<file path="config.mk">
export PLATFORM = sky130hd
export DESIGN_NAME = seg7_scan_driver
export DESIGN_NICKNAME = d
export VERILOG_FILES = /design/src/rtl/seg7_scan_driver_pkg.sv /design/src/rtl/seg7_scan_driver_hex7seg_decode.sv /design/src/rtl/seg7_scan_driver.sv
export SDC_FILE = /design/constraint.sdc
export NUM_CORES = 1
export LEC_CHECK = 0
export BUFFER_PORTS_ARGS = -buffer_cell sky130_fd_sc_hd__clkbuf_2
export CAP_MARGIN = 30
export CORE_MARGIN = 1.5
export CORE_UTILIZATION = 40
export DETAILED_ROUTE_END_ITERATION = 10
export SYNTH_ARGS = -nofsm -noshare
export SYNTH_HDL_FRONTEND = slang
export SYNTH_HIERARCHICAL = 1
export SYNTH_SLANG_ARGS = --single-unit
</file>
<file path="constraint.sdc">
create_clock -name I_CLK -period 4.95 [get_ports I_CLK]
set_input_delay 1.485 -clock I_CLK [delete_from_list [all_inputs] [get_ports I_CLK]]
set_output_delay 1.485 -clock I_CLK [all_outputs]
set_load 0.05 [all_outputs]
</file>
<file path="src/rtl/seg7_scan_driver_pkg.sv">
// Shared constants, state encodings and frame bundle
// for the multiplexed 7-segment display blocks.
package seg7_scan_driver_pkg;

  localparam logic [6:0] SEG_OFF = 7'h7F;
  localparam logic [7:0] AN_OFF  = 8'hFF;

  // Active-low {g,f,e,d,c,b,a}; entry 15 first.
  localparam logic [15:0][6:0] SEG_LUT = {
    7'h0E, 7'h06, 7'h21, 7'h46,
    7'h03, 7'h08, 7'h10, 7'h00,
    7'h78, 7'h02, 7'h12, 7'h19,
    7'h30, 7'h24, 7'h79, 7'h40
  };

  typedef enum logic [1:0] {
    ST_IDLE  = 2'd0,
    ST_BLANK = 2'd1,
    ST_DRIVE = 2'd2
  } scan_state_e;

  typedef struct packed {
    logic [31:0] data;
    logic [7:0]  dp;
    logic [7:0]  en;
  } frame_t;

  function automatic logic [7:0] an_onehot(
    input logic [2:0] i
  );
    return ~(8'h01 << i);
  endfunction

endpackage

</file>
<file path="src/rtl/seg7_scan_driver_hex7seg_decode.sv">
// Hex nibble to active-low 7-segment pattern.
// Purely combinational, shared by display blocks.
module hex7seg_decode
  import seg7_scan_driver_pkg::*;
(
  input  logic [3:0] hex,
  output logic [6:0] seg
);

  assign seg = SEG_LUT[hex];

endmodule

</file>
<file path="src/rtl/seg7_scan_driver.sv">
// Multiplexed 8-digit common-anode scan driver with
// double-buffered frame data and inter-digit blanking.
module seg7_scan_driver
  import seg7_scan_driver_pkg::*;
#(
  parameter int NUM_DIG   = 8,
  parameter int BLANK_CYC = 4
) (
  input  logic        I_CLK,
  input  logic        rst_n,
  input  logic        I_SCAN,
  input  logic [31:0] I_DATA,
  input  logic [7:0]  I_DP,
  input  logic [7:0]  I_DIG_EN,
  input  logic        I_LOAD,
  output logic [7:0]  O_AN,
  output logic [6:0]  O_SEG,
  output logic        O_DP,
  output logic [2:0]  O_IDX,
  output logic        O_FRAME
);

  localparam int CW =
    (BLANK_CYC > 1) ? $clog2(BLANK_CYC) : 1;
  localparam logic [CW-1:0] BLK_LAST =
    CW'(BLANK_CYC - 1);
  localparam logic [2:0] IDX_LAST =
    3'(NUM_DIG - 1);

  logic        s1, s2, s3;
  logic        scan_rise;

  scan_state_e state_q, state_d;
  logic [CW-1:0] blk_q, blk_d;
  logic [2:0]  idx_q, idx_d;
  frame_t      pend_q, pend_d;
  frame_t      act_q, act_d;
  frame_t      in_frame;

  logic [7:0]  an_d;
  logic [6:0]  seg_d;
  logic        dp_d;
  logic        frame_d;

  logic [3:0]  nib;
  logic [6:0]  dec_seg;
  logic        dig_en;
  logic [7:0]  drv_an;
  logic [6:0]  drv_seg;
  logic        drv_dp;

  // Two-flop synchroniser plus history flop for edge detect
  always_ff @(posedge I_CLK) begin
    if (!rst_n) begin
      s1 <= 1'b0;
      s2 <= 1'b0;
      s3 <= 1'b0;
    end else begin
      s1 <= I_SCAN;
      s2 <= s1;
      s3 <= s2;
    end
  end

  assign scan_rise = s2 & ~s3;

  assign in_frame = '{
    data: I_DATA,
    dp:   I_DP,
    en:   I_DIG_EN
  };

  assign nib    = act_q.data[{idx_q, 2'b00} +: 4];
  assign dig_en = act_q.en[idx_q];

  hex7seg_decode u_dec (
    .hex (nib),
    .seg (dec_seg)
  );

  assign drv_an  = dig_en ? an_onehot(idx_q) : AN_OFF;
  assign drv_seg = dig_en ? dec_seg : SEG_OFF;
  assign drv_dp  = dig_en ? ~act_q.dp[idx_q] : 1'b1;

  // Next state, counters, buffers and output values
  always_comb begin
    state_d = state_q;
    blk_d   = blk_q;
    idx_d   = idx_q;
    pend_d  = I_LOAD ? in_frame : pend_q;
    act_d   = act_q;
    an_d    = O_AN;
    seg_d   = O_SEG;
    dp_d    = O_DP;
    frame_d = 1'b0;
    unique case (state_q)
      ST_IDLE: begin
        // First edge starts frame at digit 0;
        // load active so it shows pending data.
        if (scan_rise) begin
          state_d = ST_BLANK;
          blk_d   = '0;
          act_d   = pend_d;
          an_d    = AN_OFF;
          seg_d   = SEG_OFF;
          dp_d    = 1'b1;
        end
      end
      ST_BLANK: begin
        an_d  = AN_OFF;
        seg_d = SEG_OFF;
        dp_d  = 1'b1;
        if (blk_q == BLK_LAST) begin
          state_d = ST_DRIVE;
          an_d    = drv_an;
          seg_d   = drv_seg;
          dp_d    = drv_dp;
        end else begin
          blk_d = blk_q + 1'b1;
        end
      end
      ST_DRIVE: begin
        an_d  = drv_an;
        seg_d = drv_seg;
        dp_d  = drv_dp;
        if (scan_rise) begin
          state_d = ST_BLANK;
          blk_d   = '0;
          an_d    = AN_OFF;
          seg_d   = SEG_OFF;
          dp_d    = 1'b1;
          if (idx_q == IDX_LAST) begin
            idx_d   = 3'd0;
            act_d   = pend_d;
            frame_d = 1'b1;
          end else begin
            idx_d = idx_q + 3'd1;
          end
        end
      end
      default: begin
        state_d = ST_IDLE;
        an_d    = AN_OFF;
        seg_d   = SEG_OFF;
        dp_d    = 1'b1;
      end
    endcase
  end

  // State, counters, buffers and registered outputs
  always_ff @(posedge I_CLK) begin
    if (!rst_n) begin
      state_q <= ST_IDLE;
      blk_q   <= '0;
      idx_q   <= 3'd0;
      pend_q  <= '0;
      act_q   <= '0;
      O_AN    <= AN_OFF;
      O_SEG   <= SEG_OFF;
      O_DP    <= 1'b1;
      O_FRAME <= 1'b0;
    end else begin
      state_q <= state_d;
      blk_q   <= blk_d;
      idx_q   <= idx_d;
      pend_q  <= pend_d;
      act_q   <= act_d;
      O_AN    <= an_d;
      O_SEG   <= seg_d;
      O_DP    <= dp_d;
      O_FRAME <= frame_d;
    end
  end

  assign O_IDX = idx_q;

endmodule

</file>
# Yosys cells after proc, flatten, opt, wreduce, memory -nomap -nowiden
# Memories as Yosys holds them, arrays and structs flattened.
# Cells that the tools add are included.
[word_totals]
register_bits = 123
rom_bits = 112
inputBits = 52
output_inout_bits = 20
elab_cells = 79
mem_count = 1
[memory_table]
columns = ["name", "words", "width", "rd", "rd_ports_with_merged_regs", "wr", "line_no", "source"]
rows = [
  ["(name not given)", 16, 7, 1, 0, 0, "seg7_scan_driver_hex7seg_decode.sv:10", "assign seg = SEG_LUT[hex];"],
]
[classes]
add_sub_neg = 2
order_cmp = 2
n_eq_ne = 10
shift = 2
n_mux = 33
bitwise = 4
n_reduce_logical = 9
[op_table]
columns = ["cell", "count"]
rows = [
  ["48-bit two-way mux", 4],
  ["48-bit one-hot mux with 2 select lines", 1],
  ["7-bit two-way mux", 5],
  ["8-bit two-way mux", 4],
  ["32-bit by 6-bit indexed part select with 4-bit output", 1],
  ["8-bit one-hot mux with 3 select lines", 1],
  ["7-bit one-hot mux with 3 select lines", 1],
  ["2-bit != test (second input constant)", 5],
  ["2-bit two-way mux", 4],
  ["8-bit inverter", 1],
  ["2-bit one-hot mux with 2 select lines", 2],
  ["1-bit by 3-bit left shift with 8-bit output (first input constant)", 1],
  ["1-bit two-way mux", 7],
  ["1-bit binary-select mux with 3-bit select", 2],
  ["3-bit AND reduction", 2],
  ["4-bit by 5-bit less-than comparator with 1-bit output (second input constant)", 1],
  ["2-bit == test (second input constant)", 2],
  ["3-bit by 4-bit less-than comparator with 1-bit output (second input constant)", 1],
  ["2-bit AND reduction", 2],
  ["4-bit AND reduction", 1],
  ["2-bit nonzero test", 2],
  ["3-bit by 1-bit adder with 3-bit output (second input constant)", 1],
  ["3-bit == test (second input constant)", 1],
  ["3-bit two-way mux", 1],
  ["8 further kinds", 9],
]

# Longest topological paths before layout
[logic_depth]
ltp_word = 6
depth_mapped = 12
mapped_depth_nobuf = 10

# Hierarchy
# The synthesis kept the hierarchy.
[modules_own_cells]
columns = ["mod", "n_inst", "cells_each", "area_each_um2", "seq_area_each_um2"]
rows = [
  ["seg7_scan_driver", 1, 495, 5119.9, 2462.4],
  ["hex7seg_decode", 1, 32, 275.3, 0.0],
]

# Worst setup path after synthesis
# OpenSTA, ideal clock, no wires.
[synth_timing]
path_kind = "reg-to-reg"
startpoint = "register idx_q[0] (netlist: O_IDX[0])"
endpoint = "register O_SEG[0]"
setup_time_ps = 63
arrival_ps = 2931
required_ps = 4887
setup_slack_ps = 1957
stages_incl_launch_ff = 13
n_path_buf = 2
period_less_slack_ps = 2993
path_cell_list = "dfxtp_1 > buf_6 > buf_2 > mux4_2 > nand2_1 > nand2_1 > inv_1 > ha_1 > and2b_2 > or3b_1 > o21ai_0 > o21ai_1 > nand3_1"
[synth_between]
elab_chain_len = 6
word_cells_on_any_way = 9
classes_between = "shift (1); mux (7); memory (1)"
[synth_lines]
columns = ["element", "line_no", "source"]
rows = [
  ["start: declaration", "seg7_scan_driver.sv:35", "logic [2:0] idx_q, idx_d;"],
  ["start signal: assignment", "seg7_scan_driver.sv:165", "idx_q <= idx_d;"],
  ["32-bit by 6-bit indexed part select with 4-bit output (*)", "seg7_scan_driver.sv:73", "assign nib = act_q.data[{idx_q, 2'b00} +: 4];"],
  ["via nib[1]", "seg7_scan_driver.sv:45", "logic [3:0] nib;"],
  ["memory 16 x 7 bit (*)", "--", ""],
  ["7-bit two-way mux (not written as such) (*)", "seg7_scan_driver_hex7seg_decode.sv:10", ""],
  ["via dec_seg[0]", "seg7_scan_driver.sv:46", "logic [6:0] dec_seg;"],
  ["7-bit two-way mux (*)", "seg7_scan_driver.sv:82", "assign drv_seg = dig_en ? dec_seg : SEG_OFF;"],
  ["7-bit two-way mux, on equally long branches", "seg7_scan_driver.sv:126, seg7_scan_driver.sv:113", ""],
  ["7-bit one-hot mux with 3 select lines (*)", "seg7_scan_driver.sv:96", "unique case (state_q)"],
  ["end signal: assignment", "seg7_scan_driver.sv:169", "O_SEG <= seg_d;"],
  ["end: declaration", "seg7_scan_driver.sv:17", "output logic [6:0] O_SEG,"],
]
# The timed path passes the listed nets; every way through them passes the cells marked *. The select of a mux whose other input is x is not followed.
# A chain may end at the register's enable or synchronous reset.

# Final worst setup path
[layout_timing]
startpoint = "register idx_q[0] (netlist: O_IDX[0])"
endpoint = "output port O_IDX[0]"
[layout_rtl]
columns = ["element", "line_no", "source"]
rows = [
  ["end: declaration", "seg7_scan_driver.sv:19", "output logic [2:0] O_IDX,"],
]
# No word-level cell between the ends.

==> results.py <==
metrics = {
    "outcome": {
        "status": "finished, final reports clean",
    },
    "critical_path": {
        "worstPathMaxFanout": 10,
        "cp.arrival_ns": 1.76,
        "path_class": "flip-flop to output pin",
        "critical_path_required_ns": 3.46,
        "rr_startpoint": "O_IDX[0]",
        "r2r_setup_slack_ns": 1.81,
        "critPathLaunchType": "flip-flop",
        "cp-end-kind": "output pin",
        "timing.rr.end": "O_SEG[0]",
        "rr_worst_depth": 11,
    },
    "synthesis": {
        "synthMuxAreaShare_pct": 16.3,
        "yosys.area_share.adder_pct": 4.17,
        "synth_area_um2": 5400,
        "synth_nets": 597,
        "synth_seq_area_share_pct": 45.6,
        "synth_top_family_by_area": "simple AND/OR/NAND/NOR gates",
        "yosysTopAreaCellShare_pct": 45.6,
        "synth_cells": 527,
        "synth_area_leaders": "dfxtp_1, mux2i_1, o211a_1",
        "synth_xor_xnor_area_share_pct": 0,
        "avgSynthCellArea_um2": 10.2,
        "yosysUniqueCellTypes": 39,
        "synth-compound-area-share_pct": 13.1,
        "synth-main-ff-cell": "dfxtp_1",
        "synth_seq_cells": 123,
        "synth_edf_count": 0,
        "synth_simple_gate_area_share_pct": 16.5,
        "yosysWarnings": 6,
        "async_reset_ff_share_pct": 0,
        "synth_top_area_cell": "dfxtp_1",
    },
    "floorplanning": {
        "die_h_um": 119,
        "core-area_um2": 13200,
        "die_area_um2": 14200,
        "die_w_um": 119,
        "pin_count": 72,
        "initial_utilization_pct": 40.9,
        "rows": 42,
    },
    "timing": {
        "rsz0062_at_grt": "no",
        "fin_crit_sh_pct": 65.5,
        "tns_ns": 0,
        "setup_viol": 0,
        "maxSlewViolCount": 0,
        "hold_viol": 0,
        "setup_slack_ns": 1.71,
        "worst_pin_slew_ns": 0.946,
        "fmax_mhz": 308,
        "min_period_ns": 3.24,
        "fin_skew_ns": 0.00764,
        "maxSlewHeadroom_pct": 36.9,
    },
    "cells_and_area": {
        "layout-drive-gt1-share_pct": 20.3,
        "finalNetCount": 653,
        "n_antenna_cell": 0,
        "nFillCells": 1250,
        "multi_input_area_um2": 2710,
        "area_delta_synth_final_pct": 19.6,
        "seq_area_um2": 2460,
    },
    "clocking": {
        "clock-root-buffer": "clkbuf_16",
        "cts_tree": "done",
        "cts_resized": 0,
        "ctsHoldBuffers": 0,
        "path_clk_slew_ns": 0.06,
        "insertion_delay_ns": 0.41,
        "cts_max_level": 4,
        "cts_made_buffers": 17,
        "post_cts.repair.setup_buffers": 0,
        "cts_sinks": 123,
        "clk_path_buf_depth": 2,
    },
    "routing": {
        "drt_iter0_drc": 156,
        "avgViaCountPerCell": 5.05,
        "first_pass_iters": 4,
        "routed_wl_um": 11200,
        "wl_per_cell_um": 14.5,
        "final_antenna_net_count": 0,
        "vias": 3895,
        "drc": 0,
    },
    "placement": {
        "dp_hpwl_um": 7500,
        "dpl_worst_slack_ns": 1.75,
        "portBuffers": 71,
        "gp_congestion": 0.812,
    },
    "worst_hold_path": {
        "min_to": "s2",
        "holdPathStages": 1,
        "min_from": "s1",
        "hold_class": "flip-flop to flip-flop",
    },
    "global_route": {
        "antenna_found_initial": 0,
        "grtUsageTotal_pct": 16.6,
        "grt_overflow": 0,
        "grt_pass1_vias": 3802,
        "grt_pass1_wl_um": 18600,
        "grt_max_degree": 97,
    },
    "power": {
        "swShare_pct": 23.0,
        "pwr-share-clk_pct": 49.0,
        "power_density_nw_per_um2": 402,
        "p_leak_nw": 3.24,
        "intPower_w": 0.00199,
        "seqPwrFrac_pct": 41.3,
        "ir_worst_vdd_uv": 274,
        "power_frac_comb_pct": 9.6,
        "p_sw_w": 0.000597,
    },
    "run": {
        "maxCapViolations": 0,
    },
}
-- routing by layer --
| layer | global-route usage (%) | part of all wire (%) |
|---|---|---|
| met1 | 21.8 | 50 |
| met2 | 25.4 | 44 |
| met3 | 4.36 | 3.6 |
| met4 | 7.76 | 2.3 |
| met5 | 0 | 0 |
-- placed cells by master (no fill, tap or decap), types with 2 or more instances in the layout --
master	Yosys	layout
mux2i_1	54	54
and2_1	5	5
a21oi_1	5	5
buf_4	4	3
inv_1	11	11
buf_2	13	2
mux4_2	10	10
ha_1	18	18
o21ai_1	10	10
a22o_1	2	2
nor2_1	12	11
o21ai_0	12	12
o211a_1	48	48
nand2b_1	2	2
nand4_1	4	4
nand2_1	81	81
clkbuf_2	0	69
dfxtp_1	123	123
clkbuf_8	0	8
nand3_1	18	18
bufinv_16	0	2
clkbuf_16	0	17
clkinv_2	0	4
mux4_1	3	3
a211oi_1	2	2
nor2b_1	53	53
-- registers in the layout, summed over array words and instances (netlist names) --
register,count
act_q,48
pend_q,48
O_AN,8
O_SEG,7
O_IDX,3
blk_q,2
state_q,2
O_DP,1
O_FRAME,1
s1,1
s2,1
s3,1
-- power groups by stage --
stage | combinational (W) | clock [W] | sequential [W]
final | 0.000249 | 0.00127 | 0.00107
after global routing | 0.000276 | 0.00134 | 0.00108
after CTS | 0.000252 | 0.00129 | 0.00107
after detailed placement | 0.000251 | 0 | 0.00109
after global placement | 0.000246 | 0 | 0.00109
after floorplan | 0.000155 | 0 | 0.00112
-- worst max-delay path by stage --
stage	startpoint	endpoint	slack, ns
after CTS	O_IDX[0]	O_IDX[0]	1.62
after global routing	O_IDX[0]	O_IDX[0]	1.56
final	O_IDX[0]	O_IDX[0]	1.71
after floorplan	O_IDX[0]	O_SEG[0]	1.96
after global placement	I_LOAD	act_q[32]	1.77
after detailed placement	I_LOAD	act_q[32]	1.75
-- worst max-delay path, stage by stage (launching register included) --
cell and delay [ns]:
dfxtp_1 0.72, buf_4 0.32, clkbuf_2 0.30
-- Yosys cell counts, types with 2 or more instances --
cell type,number
dfxtp_1,123
nand2_1,81
mux2i_1,54
nor2b_1,53
o211a_1,48
clkbuf_1,19
ha_1,18
nand3_1,18
buf_2,13
nor2_1,12
o21ai_0,12
inv_1,11
mux4_2,10
o21ai_1,10
a21oi_1,5
and2_1,5
buf_4,4
nand4_1,4
mux4_1,3
a211oi_1,2
a22o_1,2
buf_6,2
nand2b_1,2
-- per-stage QoR --
step / instance area [um2] / hold WS, ns / utilization, % / power, W / instances
finish: 6450 / 0.429 / 48.9 / 0.00259 / 772
global route: 6450 / 0.453 / 48.9 / 0.00270 / 772
CTS: 6450 / 0.435 / 48.9 / 0.00262 / 772
detailed placement: 5830 / 0.423 / 44.2 / 0.00134 / 740
global placement: 5830 / 0.422 / 44.2 / 0.00134 / 740
floorplan: 5400 / 0.412 / - / 0.00128 / 527
-- final cells by class --
cell class                      instances  share of cell area, %
Multi-Input combinational cell        355                   42.0
Sequential cell                       123                   38.2
Clock buffer                           26                   8.36
Timing Repair Buffer                   75                   6.17
Tap cell                              176                   3.41
Clock inverter                          6                   1.24
Inverter                               11                  0.640
-- kinds of logic after synthesis --
| logic type | Yosys count |
|---|---|
| flops | 123 |
| compound gates | 86 |
| fa+ha+maj | 18 |
| simple gates | 182 |
| mux | 69 |
| buf+inv | 49 |
Note: power is estimated with default switching activity, not from simulation.
